[config.mk]
export PLATFORM = sky130hd
export DESIGN_NAME = text_console_flat
export DESIGN_NICKNAME = d
export VERILOG_FILES = /design/src/rtl/text_console_if.sv /design/src/rtl/text_console.sv /design/src/flat_wrapper.sv
export SDC_FILE = /design/constraint.sdc
export NUM_CORES = 1
export LEC_CHECK = 0
export ABC_CLOCK_PERIOD_IN_PS = 2640
export BUFFER_PORTS_ARGS = -buffer_cell sky130_fd_sc_hd__buf_2
export CAP_MARGIN = 20
export CELL_PAD_IN_SITES_DETAIL_PLACEMENT = 1
export CELL_PAD_IN_SITES_GLOBAL_PLACEMENT = 2
export CORE_MARGIN = 2
export CORE_UTILIZATION = 30
export DETAILED_ROUTE_END_ITERATION = 16
export PLACE_DENSITY_LB_ADDON = 0.05
export SLEW_MARGIN = 30
export SYNTH_ARGS = -nofsm -noshare
export SYNTH_HDL_FRONTEND = slang
export SYNTH_SLANG_ARGS = --single-unit
[constraint.sdc]
create_clock -name clock -period 2.64 [get_ports clock]
set_clock_uncertainty 0.1 [all_clocks]
set_input_delay 0.264 -clock clock [delete_from_list [all_inputs] [get_ports clock]]
set_output_delay 0.264 -clock clock [all_outputs]
set_load 0.05 [all_outputs]
[src/rtl/text_console_if.sv]
// Byte-stream input and video-memory port of the text console.
// master: the byte source plus the synchronous video RAM.
// slave:  the console itself.
interface text_console_if;
   logic        in_valid;
   logic [7:0]  in_data;
   logic [7:0]  in_attr;
   logic        in_ready;
   logic [16:0] mem_address;
   logic [7:0]  mem_wdata;
   logic        mem_we;
   logic [7:0]  mem_rdata;

   modport master (
      output in_valid, in_data, in_attr, mem_rdata,
      input  in_ready, mem_address, mem_wdata, mem_we
   );

   modport slave (
      input  in_valid, in_data, in_attr, mem_rdata,
      output in_ready, mem_address, mem_wdata, mem_we
   );
endinterface

[src/rtl/text_console.sv]
// Character-stream writer for the 80x25 text frame buffer.
// Prints char/attr pairs, handles CR/LF/BS/FF, scrolls up one row past the
// last row and exports the display cursor (cell index - 1).
module text_console #(
   parameter logic [16:0] BASE = 17'h0F000,
   parameter int          COLS = 80,
   parameter int          ROWS = 25,
   parameter logic [7:0]  FILL = 8'h20
) (
   input  logic          clock,
   input  logic          reset,
   text_console_if.slave bus,
   output logic [10:0]   cursor,
   output logic          busy
);

   localparam logic [6:0]  LAST_COL     = 7'(COLS - 1);
   localparam logic [4:0]  LAST_ROW     = 5'(ROWS - 1);
   localparam logic [11:0] SCR_LAST     = 12'(2 * COLS * (ROWS - 1) - 1);
   localparam logic [11:0] CLR_LAST     = 12'(2 * COLS - 1);
   localparam logic [11:0] CLS_LAST     = 12'(2 * COLS * ROWS - 1);
   localparam logic [16:0] ROW_BYTES    = 17'(2 * COLS);
   localparam logic [16:0] LAST_ROW_OFS = 17'(2 * COLS * (ROWS - 1));

   typedef enum logic [2:0] {
      IDLE,
      PUT_CHR,
      PUT_ATR,
      SCR_RD,
      SCR_WR,
      CLR,
      CLS
   } state_t;

   state_t      state_reg, state_next;
   logic [6:0]  col_reg, col_next;
   logic [4:0]  row_reg, row_next;
   logic [11:0] k_reg, k_next;
   logic [7:0]  chr_reg, chr_next;
   logic [7:0]  attr_reg, attr_next;

   logic [10:0] id;
   logic [16:0] cell_addr;
   logic [16:0] k_ext;
   logic [7:0]  fill_byte;
   logic [16:0] addr;
   logic [7:0]  wdata;
   logic        we;

   assign id        = 11'(32'(row_reg) * COLS + 32'(col_reg));
   assign cell_addr = BASE + {5'b0, id, 1'b0};
   assign k_ext     = {5'b0, k_reg};
   // Cleared cells alternate fill character (even byte) and attribute (odd byte).
   assign fill_byte = k_reg[0] ? attr_reg : FILL;

   assign cursor          = id - 11'd1;
   assign busy            = (state_reg != IDLE);
   assign bus.in_ready    = (state_reg == IDLE);
   assign bus.mem_address = addr;
   assign bus.mem_wdata   = wdata;
   assign bus.mem_we      = we;

   // State and position registers; reset aborts any operation in progress.
   always_ff @(posedge clock) begin
      if (reset) begin
         state_reg <= IDLE;
         col_reg   <= '0;
         row_reg   <= '0;
         k_reg     <= '0;
         chr_reg   <= '0;
         attr_reg  <= '0;
      end else begin
         state_reg <= state_next;
         col_reg   <= col_next;
         row_reg   <= row_next;
         k_reg     <= k_next;
         chr_reg   <= chr_next;
         attr_reg  <= attr_next;
      end
   end

   // Next-state logic and memory-port outputs.
   always_comb begin
      state_next = state_reg;
      col_next   = col_reg;
      row_next   = row_reg;
      k_next     = k_reg;
      chr_next   = chr_reg;
      attr_next  = attr_reg;
      addr       = '0;
      wdata      = '0;
      we         = 1'b0;

      case (state_reg)
         IDLE: begin
            // in_ready is high whenever IDLE, so in_valid alone means a transfer.
            if (bus.in_valid) begin
               chr_next  = bus.in_data;
               attr_next = bus.in_attr;
               case (bus.in_data)
                  8'h0D: col_next = '0;
                  8'h08: begin
                     if (col_reg != '0) col_next = col_reg - 7'd1;
                  end
                  8'h0A: begin
                     if (row_reg < LAST_ROW) begin
                        row_next = row_reg + 5'd1;
                     end else begin
                        state_next = SCR_RD;
                        k_next     = '0;
                     end
                  end
                  8'h0C: begin
                     state_next = CLS;
                     k_next     = '0;
                  end
                  default: state_next = PUT_CHR;
               endcase
            end
         end

         PUT_CHR: begin
            addr       = cell_addr;
            wdata      = chr_reg;
            we         = 1'b1;
            state_next = PUT_ATR;
         end

         PUT_ATR: begin
            addr  = cell_addr + 17'd1;
            wdata = attr_reg;
            we    = 1'b1;
            if (col_reg < LAST_COL) begin
               col_next   = col_reg + 7'd1;
               state_next = IDLE;
            end else begin
               col_next = '0;
               if (row_reg < LAST_ROW) begin
                  row_next   = row_reg + 5'd1;
                  state_next = IDLE;
               end else begin
                  state_next = SCR_RD;
                  k_next     = '0;
               end
            end
         end

         SCR_RD: begin
            // Read one row ahead; data arrives next cycle from the synchronous RAM.
            addr       = BASE + ROW_BYTES + k_ext;
            state_next = SCR_WR;
         end

         SCR_WR: begin
            addr  = BASE + k_ext;
            wdata = bus.mem_rdata;
            we    = 1'b1;
            if (k_reg == SCR_LAST) begin
               state_next = CLR;
               k_next     = '0;
            end else begin
               state_next = SCR_RD;
               k_next     = k_reg + 12'd1;
            end
         end

         CLR: begin
            // Blank the freshly exposed bottom row; row/col already hold their final values.
            addr  = BASE + LAST_ROW_OFS + k_ext;
            wdata = fill_byte;
            we    = 1'b1;
            if (k_reg == CLR_LAST) begin
               state_next = IDLE;
            end else begin
               k_next = k_reg + 12'd1;
            end
         end

         CLS: begin
            addr  = BASE + k_ext;
            wdata = fill_byte;
            we    = 1'b1;
            if (k_reg == CLS_LAST) begin
               state_next = IDLE;
               col_next   = '0;
               row_next   = '0;
            end else begin
               k_next = k_reg + 12'd1;
            end
         end

         default: state_next = IDLE;
      endcase
   end

endmodule

[src/flat_wrapper.sv]
// flat-port wrapper written by rule: the top's interface ports become plain ports
module text_console_flat 
#(
   parameter logic [16:0] BASE = 17'h0F000,
   parameter int          COLS = 80,
   parameter int          ROWS = 25,
   parameter logic [7:0]  FILL = 8'h20
)
  (clock, reset, cursor, busy, bus_in_valid, bus_in_data, bus_in_attr, bus_mem_rdata, bus_in_ready, bus_mem_address, bus_mem_wdata, bus_mem_we);
  text_console_if bus_i ();
  input  logic clock;
  input  logic reset;
  output logic [10:0] cursor;
  output logic busy;
  input wire logic [$bits(bus_i.in_valid)-1:0] bus_in_valid;
  input wire logic [$bits(bus_i.in_data)-1:0] bus_in_data;
  input wire logic [$bits(bus_i.in_attr)-1:0] bus_in_attr;
  input wire logic [$bits(bus_i.mem_rdata)-1:0] bus_mem_rdata;
  output wire logic [$bits(bus_i.in_ready)-1:0] bus_in_ready;
  output wire logic [$bits(bus_i.mem_address)-1:0] bus_mem_address;
  output wire logic [$bits(bus_i.mem_wdata)-1:0] bus_mem_wdata;
  output wire logic [$bits(bus_i.mem_we)-1:0] bus_mem_we;
  assign bus_i.in_valid = bus_in_valid;
  assign bus_i.in_data = bus_in_data;
  assign bus_i.in_attr = bus_in_attr;
  assign bus_i.mem_rdata = bus_mem_rdata;
  assign bus_in_ready = bus_i.in_ready;
  assign bus_mem_address = bus_i.mem_address;
  assign bus_mem_wdata = bus_i.mem_wdata;
  assign bus_mem_we = bus_i.mem_we;
  text_console #(.BASE(BASE), .COLS(COLS), .ROWS(ROWS), .FILL(FILL)) u_core (.clock(clock), .reset(reset), .bus(bus_i), .cursor(cursor), .busy(busy));
endmodule
Word level (Yosys, flattened, before mapping) --
Index checks and enable logic that the tools add are counted.
Cells by class: $add $sub $neg 11, $mul 1, divide/modulo/power cells 0, $lt $le $gt $ge 2, equality and inequality tests 25, shifts and indexed selects 0, muxes and demuxes 33, bitwise logic cells 0, reduce and logical (&&, ||, !) cells 14
Operators by type and width (number):
- $pmux W17 S5 | 1
- $mux W12 | 6
- $add A16 B12 Y17 const A | 4
- $pmux W12 S5 | 1
- $eq A8 B4 Y1 const B | 4
- $pmux W8 S4 | 1
- $mux W7 | 4
- $mux W5 | 5
- $eq A12 B12 Y1 const B | 2
- $pmux W12 S2 | 1
- $pmux W3 S7 | 1
- $pmux W7 S3 | 1
- $mux W3 | 6
- $add A17 B1 Y17 const B | 1
- $pmux W5 S3 | 1
- $reduce_and A5 Y1 | 3
- $pmux W7 S2 | 1
- $add A12 B1 Y12 const B | 1
- $eq A12 B8 Y1 const B | 1
- $add A11 B7 Y11 | 1
- $sub A11 B1 Y11 const B | 1
- $ne A2 B2 Y1 const B | 5
- $eq A3 B3 Y1 const B | 3
- $pmux W3 S3 | 1
- other kinds (23) | 30
Word-level totals: bits in registers 43, latch bits 0, memory bits (writable) 0, ROM bits 0, output and inout bits 39, word-level logic and storage cells 92, memories kept 0

Depth between registers and ports, before layout --
Gate-level depths: netlist (run 1).
depth in word-level cells 5, mapped depth 10

Worst setup path before layout (run 1) --
OpenSTA, ideal clock, no wires.
path type register -> output, from reg u_core.row_reg[3], to out cursor[10], arrival time 2736 ps, data required time 2276 ps, path slack -460 ps, cell stages (with the launch flop) 9, path buffers 0, cell sequence dfxtp_1 > ha_1 > ha_1 > fa_1 > nand2_1 > nor2_1 > xor2_1 > nor3b_1 > xnor2_1
On the way: cells in the longest elaborated chain, start to end 3
RTL lines:
- start: declaration | RTL line text_console.sv:37 | logic [4:0] row_reg, row_next;
- start signal: assignment | RTL line text_console.sv:75 | row_reg <= row_next;
- $mul A5 B3 Y7 | RTL line text_console.sv:50 | assign id = 11'(32'(row_reg) * COLS + 32'(col_reg));
- $add A11 B7 Y11 | RTL line text_console.sv:50
- $sub A11 B1 Y11 | RTL line text_console.sv:56 | assign cursor = id - 11'd1;
- end: declaration | RTL line flat_wrapper.sv:13 | output logic [10:0] cursor;
No other way between the ends.

Final worst setup path (run 1) --
from reg u_core.row_reg[1], to out cursor[10]
The elaborated chain is that of the path after synthesis.

==> results of run 1 <==
through the flow:
step | utilization (%) | cell area (µm²) | hold WS (ns)
global route | 43.3 | 5490 | 0.102
CTS | 42.3 | 5360 | 0.0863
global placement | 38.9 | 4930 | 0.344
detailed placement | 38.9 | 4930 | 0.352
floorplan | - | 3990 | 0.300
finish | 43.3 | 5490 | 0.0936
synth_stat cells, types with 7 or more instances:
cell type,n
a211oi_1,11
o22ai_1,7
nor2_1,36
nand2_1,96
nand3_1,17
xor2_1,8
o21ai_0,35
clkbuf_1,26
ha_1,20
xnor2_1,12
dfxtp_1,43
a222oi_1,8
inv_1,24
nor3_1,10
a21oi_1,50
nor2b_1,7
worst max-delay path by stage:
stage	slack (ns)	to	from	depth (start not counted)
6_report	-0.28	cursor[10]	u_core.row_reg[1]	9
5_1_grt	-0.36	cursor[10]	u_core.row_reg[1]	9
4_1_cts	-0.35	cursor[10]	u_core.row_reg[3]	9
3_5_place_dp	-0.25	cursor[10]	u_core.row_reg[0]	10
3_3_place_gp	-0.11	cursor[10]	u_core.row_reg[0]	10
2_1_floorplan	-0.23	cursor[10]	u_core.row_reg[1]	9
what timing repair did:
item | 4_1_cts | 5_1_grt
resized for setup | 49 | 30
setup buffers | 8 | 1
setup endpoints to repair | 18 | 19
pin swaps | 27 | 14
metal layers:
| metal | up-vias | part of all wire, % |
|---|---|---|
| met5 | - | 0 |
| met2 | 110 | 47 |
| met3 | 15 | 4.5 |
| li1 | 2216 | - |
| met1 | 2250 | 47 |
| met4 | 0 | 1.6 |
cell usage in the layout, fill, tap and decap left out, drive strengths merged, types with 6 or more instances in the layout:
cell and n:
o22ai 7, ha 20, a211oi 13, nand2b 6, nor2 36, a22oi 6, nor2b 7, a222oi 8
inv 24, nand3 17, and3 6, xor2 8, a311oi 6, a21oi 50, o21ai 36, nor3 12
xnor2 12, nand2 96, clkbuf 6, or3 6, nor3b 7, buf 142, dfxtp 43
worst reg2reg max path: stages, from the launching register on:
cell and delay (ns):
dfxtp_1 0.33, buf_4 0.15, inv_1 0.07, ha_1 0.19
or3b_2 0.47, o22ai_1 0.22, a211oi_1 0.12, buf_4 0.17
and3_1 0.24, a211o_1 0.29, o21ai_1 0.06
cell type report:
class | instances | area (µm²) | share of cell area (%)
clock buffer | 5 | 125 | 2.28
clock inverter | 3 | 43.8 | 0.798
inverter | 24 | 90.1 | 1.64
multi-input combinational | 444 | 3150 | 57.3
sequential | 43 | 875 | 15.9
tap | 172 | 215 | 3.92
timing repair buffer | 143 | 995 | 18.1
cell families after synthesis:
| logic type | Yosys count | synth area share [%] |
|---|---|---|
| buffers and inverters | 60 | 5.97 |
| DFF | 43 | 22.1 |
| adders and majority gates | 23 | 7.70 |
| xor gates and xnor gates | 20 | 4.49 |
| muxes | 5 | 1.35 |
| AOI/OAI and AO/OA | 175 | 30.8 |
| and+or+nand+nor | 221 | 27.6 |
power by group:
group	switching, mW	total [mW]	internal, mW	leakage, nW
sequential	0.0666	0.776	0.710	0.353
combinational	1.59	2.40	0.816	1.78
clock	0.301	0.749	0.447	0.0838
==> out/metrics.yaml, run 1 <==
run_status:
  outcome: "finished with violations"
  violations: "negative setup slack"
power:
  power_leakage_nw: 2.22
  p_per_area_nw_per_um2: 715
  fin_total_pwr_mw: 3.93
  ir_worst_vdd_v: 0.000301
floorplan:
  die_w_um: 118
  core_area_um2: 12700
  rows: 41
  die-area_um2: 13900
  fp.dieH_um: 118
  num_io_pins: 66
  initial_core_util_pct: 30.8
synth:
  yosysWarnings: 0
  yosys-top-cells-area: "dfxtp_1 22%, nand2_1 9.2%, a21oi_1 6.4%"
  yosysSeqAreaShare_pct: 22.1
  syn_inst: 547
  syn_area_um2: 3900
  synth-edff-count: 0
  async_reset_ff_share_pct: 0
  synth_top_flop_cell: "dfxtp_1"
  yosysTopAreaCell: "dfxtp_1"
  syn_avg_cell_area_um2: 7.13
  synth_top_area_share_pct: 22.1
  synth_nets: 596
  ys_types: 71
  ys_ff_latch: 43
worst_setup_path:
  cp_common_cell: "xnor2_2"
  r2r_start: "u_core.k_reg[9]"
  critPathBufInv: 1
  ff2ff_setup_slack_ns: 0.17
  criticalPathCategory: "reg2out"
  crit_path_max_fanout: 3
  rr_worst_depth: 10
  cp-start-kind: "register"
  crit_family: "adder cells"
  slowest_delay_ns: 0.58
  cp_slowest_cell: "fa_2"
  cp_cell_sequence: "ha_4 -> ha_4 -> fa_2 -> nand2_2 -> nor2_4 -> xnor2_2 -> xnor2_2 -> xnor2_2 -> buf_6"
  r2r-end: "u_core.k_reg[9]"
  cp-end-kind: "primary output"
  critPathRequiredTime_ns: 2.28
  crit_arrival_ns: 2.55
final_layout:
  fin_nets: 710
  drive_gt1_share_pct: 32.6
  final_cells: 834
  area_growth_pct: 40.7
  fill_cells: 1602
  diodes: 0
  largest_reg_flops: 12
sta:
  finalCritPeriodShare_pct: 110
  setup_viol: 7
  fin_crit_ns: 2.92
  fmax_mhz: 343
  fin_ws_ns: -0.277
  relSlewSlack_pct: 53.0
  tns_ns: -1.18
  hold_viol: 0
  drv_slew: 0
  rsz0062_at_grt: "true"
  tightestPinTransition_ns: 0.705
global_routing:
  grt_util_all_layers_pct: 23.4
  grt_max_degree: 35
  overflow: 0
  grt_pass1_vias: 4706
  use_met2_pct: 38.6
  antenna_found_initial: 0
  grt_pass1_wl_mm: 26.1
  gr-usage-met3_pct: 3.92
  use_met1_pct: 31.6
  grt-busiest-layer: "met2"
clocking:
  cts_sinks: 43
  tritoncts: "built"
  cts_hold_buffers: 0
  cts_max_path_buffers: 2
  clock_latency_ns: 0.30
  clk_pin_slew_ns: 0.07
  cts_made_buffers: 5
  cts_max_level: 2
  root_buffer: "clkbuf_16"
detailed_routing:
  wl_mm: 16.2
  dr.pass1.iters: 5
  post_drt_wl_per_cell_um: 19.4
  drc: 0
  antenna_left: 0
  vias_per_cell: 5.50
  drtIter0Drc: 293
  num_vias: 4591
placement:
  hpwl_mm: 12.2
  port-buffer-count: 65
  place_ws_ns: -0.246
  gp_congestion: 0.867
  dp.cells: 820
worst_hold_path:
  hp-start: "bus_in_attr[0]"
  worstHoldPathCells: 3
  hold_end: "u_core.attr_reg[0]"
  hp-class: "in2reg"
job:
  drv_cap: 0
(Power assumes the default switching activity.)
==> run 2: changes to the inputs <==
CORE_MARGIN = 8   (was 2)
==> run 2 against run 1 <==
  * Highest routed layer unchanged
  * Register-to-register slack barely moved
  * First-iteration DRC count is 1.7% lower
  * The run still ends with negative setup slack left
  * Flip-flop and latch count stayed put
  * Utilization is 0.23 points lower
  * Design area down 0.52%
  * Combinational power is 2% higher
  * Power decreased by 0.98%
  * Largest cell class unchanged
==> out/metrics.yaml, run 2 (synthesized netlist as in run 1, its figures left out) <==
run_status:
  outcome: "finished with violations"
  violations: "negative setup slack"
placement:
  place_area_um2: 4940  # +0.25%
  gp_congestion: 0.824  # -4.9%
  hpwl_mm: 12.7  # +3.4%
  place_ws_ns: -0.171  # +0.0749 ns
  port-buffer-count: 65  # unchanged
detailed_routing:
  antenna_left: 0  # unchanged
  drc: 0  # unchanged
  wl_mm: 16.7  # +2.8%
  dr.pass1.iters: 5  # unchanged
  post_drt_wl_per_cell_um: 20.0  # +3.2%
  drtIter0Drc: 288  # -1.7%
  num_vias: 4587  # -0.087%
  vias_per_cell: 5.52  # +0.27%
power:
  p_per_area_nw_per_um2: 712  # -0.46%
  seqPwrFrac_pct: 19.9  # about the same
  clkPwrFrac_pct: 17.2  # -1.9 points
  ir_worst_vdd_v: 0.000442  # +47%
  switchingPower_mw: 1.98  # +1.5%
  intPower_mw: 1.91  # -3.4%
  fin_total_pwr_mw: 3.89  # -0.98%
  pwr-share-comb_pct: 62.8  # +1.6 points
  power_leakage_nw: 2.19  # -1.5%
  swShare_pct: 51.0  # +1.2 points
clocking:
  cts_hold_buffers: 0  # unchanged
  clk_pin_slew_ns: 0.07  # about the same
  root_buffer: "clkbuf_16"
  cts_sinks: 43  # unchanged
  clock_latency_ns: 0.31  # about the same
  cts_max_path_buffers: 2  # unchanged
  cts_max_level: 2  # unchanged
  tritoncts: "built"
  cts_made_buffers: 5  # unchanged
floorplan:
  initial_core_util_pct: 30.8  # unchanged
  rows: 41  # unchanged
  core_area_um2: 12700  # unchanged
  num_io_pins: 66  # unchanged
  fp.dieH_um: 130  # +10%
  die-area_um2: 16900  # +21%
  die_w_um: 130  # +10%
sta:
  rsz0062_at_grt: "true"
  setup_viol: 7  # unchanged
  fmax_mhz: 340  # -0.78%
  finalCritPeriodShare_pct: 111  # +0.86 points
  drv_slew: 0  # unchanged
  fin_crit_ns: 2.94  # +0.0228 ns
  hold_viol: 0  # unchanged
  tightestPinTransition_ns: 0.632  # -0.0736 ns
  relSlewSlack_pct: 57.9  # +4.9 points
  fin_ws_ns: -0.300  # -0.0228 ns
global_routing:
  grt_util_all_layers_pct: 19.7  # -3.6 points
  grt_pass1_vias: 4692  # -0.30%
  grt_max_degree: 32  # -8.6%
  overflow: 0  # unchanged
  antenna_found_initial: 0  # unchanged
  grt_pass1_wl_mm: 25.9  # -0.82%
final_layout:
  final_cell_mix: "96 x nand2_1, 72 x buf_4, 54 x buf_2"
  area_growth_pct: 40.0
  fin_nets: 707  # -0.42%
  fill_cells: 1601  # -0.062%
  layout_commonest_cell: "nand2_1"
  diodes: 0  # unchanged
  drive_gt1_share_pct: 32.5  # -0.15 points
  final_area_um2: 5460  # -0.52%
  largest_reg_flops: 12  # unchanged
  multi_input_area_um2: 3150  # +0.12%
  regArea_um2: 880  # +0.57%
worst_setup_path:
  critPathRequiredTime_ns: 2.28  # about the same
  crit_arrival_ns: 2.58  # +0.03 ns
  cp-start-kind: "register"
  crit_path_max_fanout: 3  # unchanged
  criticalPathCategory: "reg2out"
  cp-end-kind: "primary output"
worst_hold_path:
  hp-class: "in2reg"
job:
  drv_cap: 0  # unchanged
run 2: power groups by stage:
stage / logic (mW) / registers, mW / clock network (mW)
finish: 2.44 / 0.775 / 0.671
detailed placement: 2.26 / 0.778 / 0
CTS: 2.40 / 0.771 / 0.684
floorplan: 1.56 / 0.754 / 0
global route: 2.60 / 0.784 / 0.706
global placement: 2.24 / 0.778 / 0
run 2: per-layer routing:
| layer | GRT usage [%] | routed length [µm] |
|---|---|---|
| met5 | 0 | 0 |
| met4 | 5.33 | 241 |
| met3 | 3.63 | 764 |
| met2 | 32.1 | 7780 |
| met1 | 26.1 | 7880 |
run 2: per-stage QoR:
| stage | util [%] | setup TNS (ns) | hold WS [ns] | instances |
|---|---|---|---|---|
| global placement | 39.0 | -0.206 | 0.344 | 820 |
| finish | 43.1 | -1.04 | 0.0929 | 831 |
| CTS | 42.3 | -1.01 | 0.0899 | 831 |
| global route | 43.1 | -1.71 | 0.0977 | 831 |
| detailed placement | 39.0 | -0.463 | 0.350 | 820 |
| floorplan | - | -0.388 | 0.300 | 547 |
run 2: final timing paths:
kind	depth (start not counted)	end	start	slack, ns
max reg2reg	7	u_core.row_reg[3]	u_core.k_reg[9]	0.18
max	10	cursor[10]	u_core.row_reg[3]	-0.30
min reg2reg	2	u_core.chr_reg[6]	u_core.chr_reg[6]	0.36
min	3	u_core.attr_reg[4]	bus_in_attr[4]	0.09
run 2: what timing repair did:
item | CTS | global route
endpoints found under the setup margin | 18 | 18
gates resized for setup | 56 | 23
pin swaps | 19 | 11
buffers inserted | 4 | 1
run 2: final cells by class:
| class | instances | area share (%) |
|---|---|---|
| clock inverters | 3 | 0.435 |
| clock buffers | 5 | 2.29 |
| well taps | 172 | 3.94 |
| inverters | 24 | 1.65 |
| flip-flops and latches | 43 | 16.1 |
| repair buffers | 140 | 17.9 |
| multi-input cells | 444 | 57.7 |
run 2: critical path, stage by stage, from the launching register on:
cell	delay (ns)
dfxtp_2	0.34
ha_4	0.26
ha_4	0.16
fa_2	0.55
nand2_1	0.08
nor2_2	0.12
xor2_2	0.22
nor3b_2	0.07
buf_4	0.14
xnor2_2	0.14
buf_6	0.18
